`config.mk`:
```
export PLATFORM = sky130hd
export DESIGN_NAME = tx_plcp_framer
export DESIGN_NICKNAME = d
export VERILOG_FILES = /design/src/rtl/tx_plcp_framer_pkg.sv /design/src/rtl/tx_plcp_framer_conv_encoder.sv /design/src/rtl/tx_plcp_framer.sv
export SDC_FILE = /design/constraint.sdc
export NUM_CORES = 1
export LEC_CHECK = 0
export BUFFER_PORTS_ARGS = -buffer_cell sky130_fd_sc_hd__buf_2
export CORE_UTILIZATION = 60
export DETAILED_ROUTE_END_ITERATION = 7
export GPL_TIMING_DRIVEN = 0
export PLACE_DENSITY_LB_ADDON = 0.15
export SLEW_MARGIN = 20
export SYNTH_ARGS = -nofsm -noshare
export SYNTH_HDL_FRONTEND = slang
export SYNTH_SLANG_ARGS = --single-unit
```
`constraint.sdc`:
```
create_clock -name iClk -period 3.4 [get_ports iClk]
set_input_delay 0.34 -clock iClk [delete_from_list [all_inputs] [get_ports iClk]]
set_output_delay 0.34 -clock iClk [all_outputs]
set_load 0.02 [all_outputs]
```
`src/rtl/tx_plcp_framer_pkg.sv`:
```
// Shared constants for the PLCP transmit framer: state codes, field lengths,
// preamble/seed defaults, encoder generators and the SIGNAL field builder.
package tx_plcp_framer_pkg;

  localparam int unsigned HDR_LEN  = 12;
  localparam int unsigned SIG_LEN  = 24;
  localparam int unsigned SVC_LEN  = 16;
  localparam int unsigned TAIL_LEN = 6;
  localparam int unsigned CNT_W    = 16;
  localparam int unsigned SCR_W    = 7;
  localparam int unsigned ENC_K    = 7;
  localparam int unsigned RATE_W   = 4;
  localparam int unsigned LEN_W    = 12;

  localparam logic [HDR_LEN-1:0] HEADER_DEFAULT   = 12'hFFF;
  localparam logic [SCR_W-1:0]   SCR_SEED_DEFAULT = 7'b1011101;

  // Taps over the window {d(n), d(n-1), ..., d(n-6)}, MSB = newest bit
  localparam logic [ENC_K-1:0] GEN_A = 7'o133;
  localparam logic [ENC_K-1:0] GEN_B = 7'o171;

  localparam logic [2:0] ST_IDLE     = 3'd0;
  localparam logic [2:0] ST_PREAMBLE = 3'd1;
  localparam logic [2:0] ST_SIGNAL   = 3'd2;
  localparam logic [2:0] ST_SERVICE  = 3'd3;
  localparam logic [2:0] ST_DATA     = 3'd4;
  localparam logic [2:0] ST_TAIL     = 3'd5;
  localparam logic [2:0] ST_DONE     = 3'd6;

  // SIGNAL word, bit 0 sent first: RATE, reserved, LENGTH, even parity, tail
  function automatic logic [SIG_LEN-1:0] signal_word(input logic [RATE_W-1:0] rate,
                                                     input logic [LEN_W-1:0]  len);
    logic [16:0] low;
    low = {len, 1'b0, rate};
    return {6'b000000, ^low, low};
  endfunction

endpackage

```
`src/rtl/tx_plcp_framer_conv_encoder.sv`:
```
// K=7 rate-1/2 convolutional encoder; i_sel_b=0 emits A for the bit being
// taken, i_sel_b=1 emits B for the bit taken on the previous cycle.
module conv_encoder
  import tx_plcp_framer_pkg::*;
(
  input  logic i_clk,
  input  logic i_rst_n,
  input  logic i_clr,
  input  logic i_take,
  input  logic i_bit,
  input  logic i_sel_b,
  output logic o_coded_c
);

  logic [ENC_K-1:0] r_win;
  logic [ENC_K-1:0] w_win;

  always_comb begin
    w_win     = i_sel_b ? r_win : {i_bit, r_win[ENC_K-1:1]};
    o_coded_c = i_sel_b ? ^(w_win & GEN_B) : ^(w_win & GEN_A);
  end

  always_ff @(posedge i_clk) begin
    if (!i_rst_n || i_clr) begin
      r_win <= '0;
    end else if (i_take) begin
      r_win <= {i_bit, r_win[ENC_K-1:1]};
    end
  end

endmodule

```
`src/rtl/tx_plcp_framer.sv`:
```
// PLCP transmit framer: preamble, SIGNAL, SERVICE, DATA and TAIL serialised
// through one convolutional encoder. Define TX_SCRAMBLER_EN to scramble SERVICE/DATA.
module tx_plcp_framer
  import tx_plcp_framer_pkg::*;
#(
  parameter logic [HDR_LEN-1:0] HEADER   = HEADER_DEFAULT,
  parameter logic [SCR_W-1:0]   SCR_SEED = SCR_SEED_DEFAULT
) (
  input  logic              iClk,
  input  logic              iRst_n,
  input  logic              iStart,
  input  logic [RATE_W-1:0] iRate,
  input  logic [LEN_W-1:0]  iLength,
  input  logic              iData,
  input  logic              iDataValid,
  output logic              oDataReq,
  output logic              oData,
  output logic              oValid,
  output logic [RATE_W-1:0] oRate,
  output logic              oBusy,
  output logic              oDone
);

  if (SCR_SEED == '0) begin : g_bad_seed
    $error("SCR_SEED must be nonzero");
  end

  logic [2:0]        r_state, w_state_nxt, w_after;
  logic [CNT_W-1:0]  r_cnt, w_cnt_nxt;
  logic              r_phase, w_phase_nxt;
  logic [RATE_W-1:0] r_rate;
  logic [LEN_W-1:0]  r_len;
  logic              r_data, r_valid, r_data_req, r_busy, r_done;
  logic              w_data_nxt, w_valid_nxt;
  logic              w_take, w_raw, w_scramble, w_last, w_coded_st;
  logic              w_enc_bit, w_coded_c, w_accept, w_scr_fb;
  logic [3:0]        w_hdr_idx;
  logic [SIG_LEN-1:0] w_sig;
  logic [CNT_W-1:0]  w_data_bits;

  assign w_sig       = signal_word(r_rate, r_len);
  assign w_hdr_idx   = 4'(HDR_LEN - 1) - r_cnt[3:0];
  assign w_data_bits = {1'b0, r_len, 3'b000};
  assign w_accept    = r_data_req & iDataValid;
  assign w_enc_bit   = w_raw ^ (w_scramble & w_scr_fb);

`ifdef TX_SCRAMBLER_EN
  logic [SCR_W-1:0] r_scr;

  assign w_scr_fb = r_scr[6] ^ r_scr[3];

  // Reloaded on every SERVICE entry, advanced once per scrambled bit taken
  always_ff @(posedge iClk) begin
    if (!iRst_n) begin
      r_scr <= '0;
    end else if (r_state == ST_SIGNAL && w_state_nxt == ST_SERVICE) begin
      r_scr <= SCR_SEED;
    end else if (w_take && w_scramble) begin
      r_scr <= {r_scr[SCR_W-2:0], w_scr_fb};
    end
  end
`else
  assign w_scr_fb = 1'b0;
`endif

  conv_encoder u_enc (
    .i_clk     (iClk),
    .i_rst_n   (iRst_n),
    .i_clr     (r_state == ST_IDLE),
    .i_take    (w_take),
    .i_bit     (w_enc_bit),
    .i_sel_b   (r_phase),
    .o_coded_c (w_coded_c)
  );

  always_comb begin
    w_state_nxt = r_state;
    w_cnt_nxt   = r_cnt;
    w_phase_nxt = r_phase;
    w_data_nxt  = 1'b0;
    w_valid_nxt = 1'b0;
    w_take      = 1'b0;
    w_raw       = 1'b0;
    w_scramble  = 1'b0;
    w_last      = 1'b0;
    w_coded_st  = 1'b0;
    w_after     = ST_IDLE;
    case (r_state)
      ST_IDLE: begin
        w_phase_nxt = 1'b0;
        w_cnt_nxt   = '0;
        if (iStart) w_state_nxt = ST_PREAMBLE;
      end
      ST_PREAMBLE: begin
        w_data_nxt  = HEADER[w_hdr_idx];
        w_valid_nxt = 1'b1;
        if (r_cnt == CNT_W'(HDR_LEN - 1)) begin
          w_state_nxt = ST_SIGNAL;
          w_cnt_nxt   = '0;
        end else begin
          w_cnt_nxt = r_cnt + 16'd1;
        end
      end
      ST_SIGNAL: begin
        w_coded_st = 1'b1;
        w_raw      = w_sig[r_cnt[4:0]];
        w_last     = (r_cnt == CNT_W'(SIG_LEN - 1));
        w_after    = ST_SERVICE;
      end
      ST_SERVICE: begin
        w_coded_st = 1'b1;
        w_scramble = 1'b1;
        w_last     = (r_cnt == CNT_W'(SVC_LEN - 1));
        w_after    = (r_len == '0) ? ST_TAIL : ST_DATA;
      end
      ST_DATA: begin
        w_coded_st = 1'b1;
        w_scramble = 1'b1;
        w_raw      = iData;
        w_last     = (r_cnt == w_data_bits - 16'd1);
        w_after    = ST_TAIL;
      end
      ST_TAIL: begin
        w_coded_st = 1'b1;
        w_last     = (r_cnt == CNT_W'(TAIL_LEN - 1));
        w_after    = ST_DONE;
      end
      default: w_state_nxt = ST_IDLE;
    endcase

    // Coded states: phase 0 takes a bit and emits A, phase 1 emits B
    if (w_coded_st) begin
      if (r_phase) begin
        w_data_nxt  = w_coded_c;
        w_valid_nxt = 1'b1;
        w_phase_nxt = 1'b0;
        if (w_last) begin
          w_state_nxt = w_after;
          w_cnt_nxt   = '0;
        end else begin
          w_cnt_nxt = r_cnt + 16'd1;
        end
      end else if (r_state != ST_DATA || w_accept) begin
        w_take      = 1'b1;
        w_data_nxt  = w_coded_c;
        w_valid_nxt = 1'b1;
        w_phase_nxt = 1'b1;
      end
    end
  end

  always_ff @(posedge iClk) begin
    if (!iRst_n) begin
      r_state    <= ST_IDLE;
      r_cnt      <= '0;
      r_phase    <= 1'b0;
      r_rate     <= '0;
      r_len      <= '0;
      r_data     <= 1'b0;
      r_valid    <= 1'b0;
      r_data_req <= 1'b0;
      r_busy     <= 1'b0;
      r_done     <= 1'b0;
    end else begin
      r_state    <= w_state_nxt;
      r_cnt      <= w_cnt_nxt;
      r_phase    <= w_phase_nxt;
      r_data     <= w_data_nxt;
      r_valid    <= w_valid_nxt;
      r_data_req <= (w_state_nxt == ST_DATA) && !w_phase_nxt;
      r_busy     <= (w_state_nxt != ST_IDLE);
      r_done     <= (r_state == ST_DONE);
      if (r_state == ST_IDLE && iStart) begin
        r_rate <= iRate;
        r_len  <= iLength;
      end
    end
  end

  assign oDataReq = r_data_req;
  assign oData    = r_data;
  assign oValid   = r_valid;
  assign oRate    = r_rate;
  assign oBusy    = r_busy;
  assign oDone    = r_done;

endmodule

```
## Word-level counts from Yosys, hierarchy flattened

Memory sizes are Yosys's and may differ from the RTL's.
Index checks and enable logic that the tools add are counted.

- Bits in registers: 48
- Bits in read-only memories: 16
- Input bits: 21
- Output and inout bits: 9
- Logic and storage cells: 80
- Memories: 1

Memories:

| name | words | bits a word | read ports | clocked after Yosys merged registers in | wr ports | RTL line | RTL |
|---|---|---|---|---|---|---|---|
| (no name shown) | 16 | 1 | 1 | 0 | 0 | tx_plcp_framer.sv:95 | `w_data_nxt = HEADER[w_hdr_idx];` |

- Add/subtract/negate cells: 3
- $lt $le $gt $ge: 2
- Equality and inequality tests: 13
- Muxes and demuxes: 36
- Bitwise operators: 1
- Reductions and logical operators: 13

Operator list:

| operator | number |
|---|---|
| 16-bit 2-to-1 mux | 4 |
| 16-bit by 4-bit == test with 1-bit output (second input constant) | 2 |
| 16-bit case mux with 2 select lines | 1 |
| 1-bit 2-to-1 mux | 20 |
| 17-bit parity | 1 |
| 16-bit by 1-bit adder with 16-bit output (second input constant) | 1 |
| 16-bit == test | 1 |
| 16-bit by 3-bit == test with 1-bit output (second input constant) | 1 |
| 16-bit by 5-bit == test with 1-bit output (second input constant) | 1 |
| 15-bit by 1-bit subtractor with 16-bit output (second input constant) | 1 |
| 3-bit 2-to-1 mux | 5 |
| 7-bit parity | 2 |
| 3-bit == test (second input constant) | 4 |
| 12-bit logical NOT | 1 |
| 3-bit case mux with 4 select lines | 1 |
| 3-bit case mux with 3 select lines | 1 |
| 7-bit 2-to-1 mux | 1 |
| 3-bit by 2-bit == test with 1-bit output (second input constant) | 2 |
| 5-bit by 6-bit less-than comparator with 1-bit output (second input constant) | 1 |
| 1-bit binary-select mux with 5-bit select | 1 |
| 4-bit by 5-bit less-than comparator with 1-bit output (second input constant) | 1 |
| 1-bit case mux with 4 select lines | 1 |
| 4-bit OR reduction | 1 |
| 4-bit subtractor (first input constant) | 1 |
| 9 further kinds | 12 |

## Longest topological paths before layout

- Depth after elaboration: 10
- Depth in mapped cells: 13
- Mapped depth without buffers: 10

## Hierarchy

From an unflattened synthesis, not the netlist that was laid out.

- Cells, all modules: 405
- Area, all modules: 3226.8 um^2

By module, submodules not included:

| module | instances | cells each | area each (um^2) | seq. area each (um^2) |
|---|---|---|---|---|
| tx_plcp_framer | 1 | 377 | 2905.3 | 820.8 |
| conv_encoder | 1 | 28 | 321.6 | 140.1 |

## Least setup slack after synthesis

OpenSTA, ideal clock, no wires.

- Path kind: register -> register
- Start: register r_len[2]
- End: register r_cnt[1]
- Library setup time: 0.117 ns
- Arrival: 2.559 ns
- Data required time: 3.283 ns
- Path slack: 0.724 ns
- Cell stages (with the launch flop): 13
- Path buffers: 2
- Clock period less this slack: 2.676 ns
- Cell sequence: dfxtp_1 inv_1 ha_1 and4b_1 xnor2_1 mux4_2 o21ai_2 o311ai_2 a311oi_4 nand2b_1 buf_4 buf_6 nor2_1

- Longest elaborated chain between the ends: 6

RTL lines:

| item | RTL line | RTL |
|---|---|---|
| from (decl) | tx_plcp_framer.sv:32 | `logic [LEN_W-1:0] r_len;` |
| from (signal assigned) | tx_plcp_framer.sv:175 | `r_len <= iLength;` |
| 15-bit by 1-bit subtractor with 16-bit output | tx_plcp_framer.sv:120 | `w_last = (r_cnt == w_data_bits - 16'd1);` |
| 16-bit == test | tx_plcp_framer.sv:120 |  |
| 1-bit case mux with 4 select lines | tx_plcp_framer.sv:88 | `case (r_state)` |
| 16-bit 2-to-1 mux | tx_plcp_framer.sv:137 | `if (w_last) begin` |
| 16-bit 2-to-1 mux | tx_plcp_framer.sv:133 | `if (r_phase) begin` |
| 16-bit 2-to-1 mux | tx_plcp_framer.sv:132 | `if (w_coded_st) begin` |
| to (signal assigned) | tx_plcp_framer.sv:166 | `r_cnt <= w_cnt_nxt;` |
| to (decl) | tx_plcp_framer.sv:29 | `logic [CNT_W-1:0] r_cnt, w_cnt_nxt;` |

No other way between the ends.
A chain may end at the register's enable or synchronous reset.

## Worst setup path in the final report

- Start: register r_len[0]
- End: register r_cnt[6]

Same word-level chain as after synthesis.

==> flow_summary_export.csv <==
group,metric,value,unit
clocking,cts_setup_buffers,0,
synth,synthCells,425,
synth,synthArstFlopShare,0,%
detailed_routing,post_drt_wl_per_cell,15.1,um
timing,tightest_slew,0.860,ns
worst_setup_path,worstPathArrival,3.26,ns
floorplanning,initial_core_util,64.2,%
min_path,hold_path.class,"input port to flop",
worst_setup_path,criticalPathCategory,"flop to flop",
synth,synth_ff_type,"dfxtp_1",
synth,ys_types,65,
grt,grt_first_pass_wirelength,13600,um
grt,antenna_found_initial,0,
floorplanning,core_area,5270,um2
grt,grt.overflow.total,0,
worst_setup_path,crit_chain,"buf_6, inv_1, ha_1, nor3b_2, xnor2_1, nand2_1, nor4b_1, o311ai_2, a311oi_4, nand2b_1, buf_4, buf_6, nor2_1",
place,gp_congestion,0.908,
synth,synth_edf_count,0,
clocking,clock_latency,0.31,ns
synth,synth_nets,454,
clocking,ctsHoldBuffers,0,
power,p_int,855,uW
power,p_leak,1.36,nW
detailed_routing,drt_iter0_drc,307,
grt,grt_max_degree,15,
worst_setup_path,cp_max_fo,10,
timing,finalClockSkew,0.00722,ns
floorplanning,std_cell_rows,26,
synth,synth.largest_area_cell,"dfxtp_1",
final_layout,final_cell_mix,"58 x nand2_1, 48 x dfxtp_1, 43 x a21oi_1",
detailed_routing,vias,3206,
grt,grt_use_total,28.4,%
timing,fin_tns_setup,0,ns
clocking,cts_buffer_depth,2,
power,sw_frac_of_total,29.2,%
clocking,cts_root_buf,"clkbuf_8",
timing,finalCriticalPeriod,3.06,ns
final_layout,nets,489,
floorplanning,dieArea,5950,um2
power,clkPwrFrac,29.9,%
final_layout,drive_gt1_share,13.9,%
job,maxCapViolCount,0,
synth,ys_top_cells_by_area,"dfxtp_1 28%, xnor2_1 6.7%, nand2_1 6.4%",
worst_setup_path,crit_buf_inv,4,
detailed_routing,drcViolationCount,0,
power,switchingPower,353,uW
clocking,cts_resized,0,
timing,rsz0062_at_grt,"no",
detailed_routing,finalWirelength,8030,um
detailed_routing,dr.pass1.iters,5,
worst_setup_path,path_delay_family,"simple AND/OR/NAND/NOR gates",
detailed_routing,ant_nets,0,
synth,yosysTopAreaCellShare,28.4,%
timing,post-route-period-util,89.9,%
final_layout,areaGrowthSynthToFinish,9.46,%
timing,fmax,327,MHz
timing,finalSetupViolations,0,
place,hpwl,6100,um
power,ir_worst_vdd,0.236,mV
place,io_buffer_count,28,
power,power_frac_comb,20.8,%
worst_setup_path,worst_path_largest_cell_delay,0.45,ns
timing,final_max_slew_viol_count,0,
worst_setup_path,crit_slowest_cell,"a311oi_4",
worst_setup_path,cp-start-kind,"flop",
floorplanning,num_io_pins,30,
clocking,cts_max_level,2,
run_status,outcome,"finished, final reports clean",
floorplanning,die_h,77.1,um
final_layout,layout_commonest_cell,"nand2_1",
grt,grt_pass1_vias,3006,
synth,syn_avg_cell_area,7.96,um2
timing,hold_viol,0,
synth,yosysWarnings,0,
clocking,path_clk_slew,0.09,ns
detailed_routing,via_per_inst,6.04,
synth,synth_area,3380,um2
final_layout,diodes,0,
timing,relSlewSlack,42.7,%
synth,synth.ff_latch_count,48,
worst_setup_path,cp-end-kind,"flop",
worst_setup_path,crit_path_frequent_cell,"buf_6",
clocking,cts_sinks,48,
final_layout,utilization,70.3,%
power,cellPowerDensity,326,nW/um2
floorplanning,die_x,77.1,um
synth,ys_seq_area_share,28.4,%
worst_setup_path,worstPathRequired,3.61,ns
clocking,numCtsBuffers,5,
clocking,cts_tree,"done",
power,seqPwrFrac,49.2,%
==> cell families after synthesis <==
family | synth area share (%)
xor+xnor | 9.21
buf+inv | 8.39
flops | 28.4
mux | 6.51
compound gates | 17.6
fa+ha+maj | 2.96
simple gates | 27.0
==> sequential cells by signal (all words and copies together) (netlist names) <==
signal / count
u_enc.r_win: 7
r_len: 12
oValid: 1
oDataReq: 1
oBusy: 1
r_phase: 1
oDone: 1
oRate: 4
oData: 1
r_state: 3
r_cnt: 16
==> Yosys cell counts (2+ instances only) <==
| library cell | number |
|---|---|
| mux2_2 | 2 |
| a21o_1 | 2 |
| xor2_1 | 7 |
| a211oi_1 | 6 |
| a31o_2 | 2 |
| bufbuf_16 | 2 |
| mux2i_1 | 13 |
| buf_6 | 3 |
| nor4_1 | 9 |
| mux4_2 | 3 |
| nor4b_1 | 2 |
| and4_1 | 2 |
| o21ai_0 | 15 |
| xnor2_1 | 26 |
| inv_1 | 18 |
| and2b_2 | 2 |
| a21oi_1 | 43 |
| nor3_1 | 7 |
| nand2_1 | 58 |
| nand3_1 | 6 |
| nand4_1 | 6 |
| and3_1 | 8 |
| nand2b_1 | 7 |
| buf_2 | 2 |
| and2_1 | 4 |
| nor3b_1 | 8 |
| dfxtp_1 | 48 |
| nand3b_1 | 7 |
| ha_1 | 8 |
| clkbuf_1 | 18 |
| nor2b_1 | 4 |
| nor2_1 | 40 |
| buf_1 | 2 |
| a22oi_1 | 4 |
==> power by group through the flow <==
stage / Clock (mW) / Combinational [mW] / Sequential [mW]
5_1_grt: 0.385 / 0.276 / 0.597
6_report: 0.362 / 0.251 / 0.594
3_5_place_dp: 0 / 0.249 / 0.607
4_1_cts: 0.362 / 0.250 / 0.594
2_1_floorplan: 0 / 0.186 / 0.609
3_3_place_gp: 0 / 0.241 / 0.606
==> tightest hold or removal path: cells and delay by family <==
kind | cells | cell delay [ns]
AOI/OAI and AO/OA | 1 | 0.05
and+or+nand+nor | 1 | 0.04
buffers and inverters | 1 | 0.09
==> final timing paths <==
check / start / cells after the start / slack, ns / endpoint
worst max-delay path: r_len[0] / 13 / 0.34 / r_cnt[6]
worst min-delay path: iLength[6] / 3 / 0.27 / r_len[6]
worst max register to register: r_len[0] / 13 / 0.34 / r_cnt[6]
worst min register to register: r_len[5] / 2 / 0.49 / r_len[5]
==> routing by layer <==
metal  vias to the layer above  GRT usage [%]  wire (um)
met5                         -              0          0
met4                         0           12.6        244
met3                        29           3.93        441
met2                       134           48.8       3840
met1                      1485           35.1       3500
li1                       1558              -          -
==> through the flow <==
stage | hold slack [ns] | instance area, um2 | cells | setup WS (ns) | power (mW)
after global routing | 0.261 | 3700 | 531 | 0.0828 | 1.26
after detailed placement | 0.476 | 3610 | 523 | 0.399 | 0.856
after CTS | 0.263 | 3700 | 531 | 0.366 | 1.21
after global placement | 0.456 | 3610 | 523 | 0.446 | 0.847
after floorplan | 0.446 | 3380 | 425 | 0.724 | 0.795
final | 0.267 | 3700 | 531 | 0.344 | 1.21
==> area by class of cell <==
class / instances / area, um2
clock buffer: 6 / 82.6
sequential: 48 / 961
fill: 448 / 1570
clock inverter: 2 / 10.0
timing repair buffer: 28 / 140
tap: 70 / 87.6
buffer: 30 / 216
inverter: 18 / 67.6
multi-input combinational: 329 / 2140
Note: power is estimated with default switching activity, not from simulation.
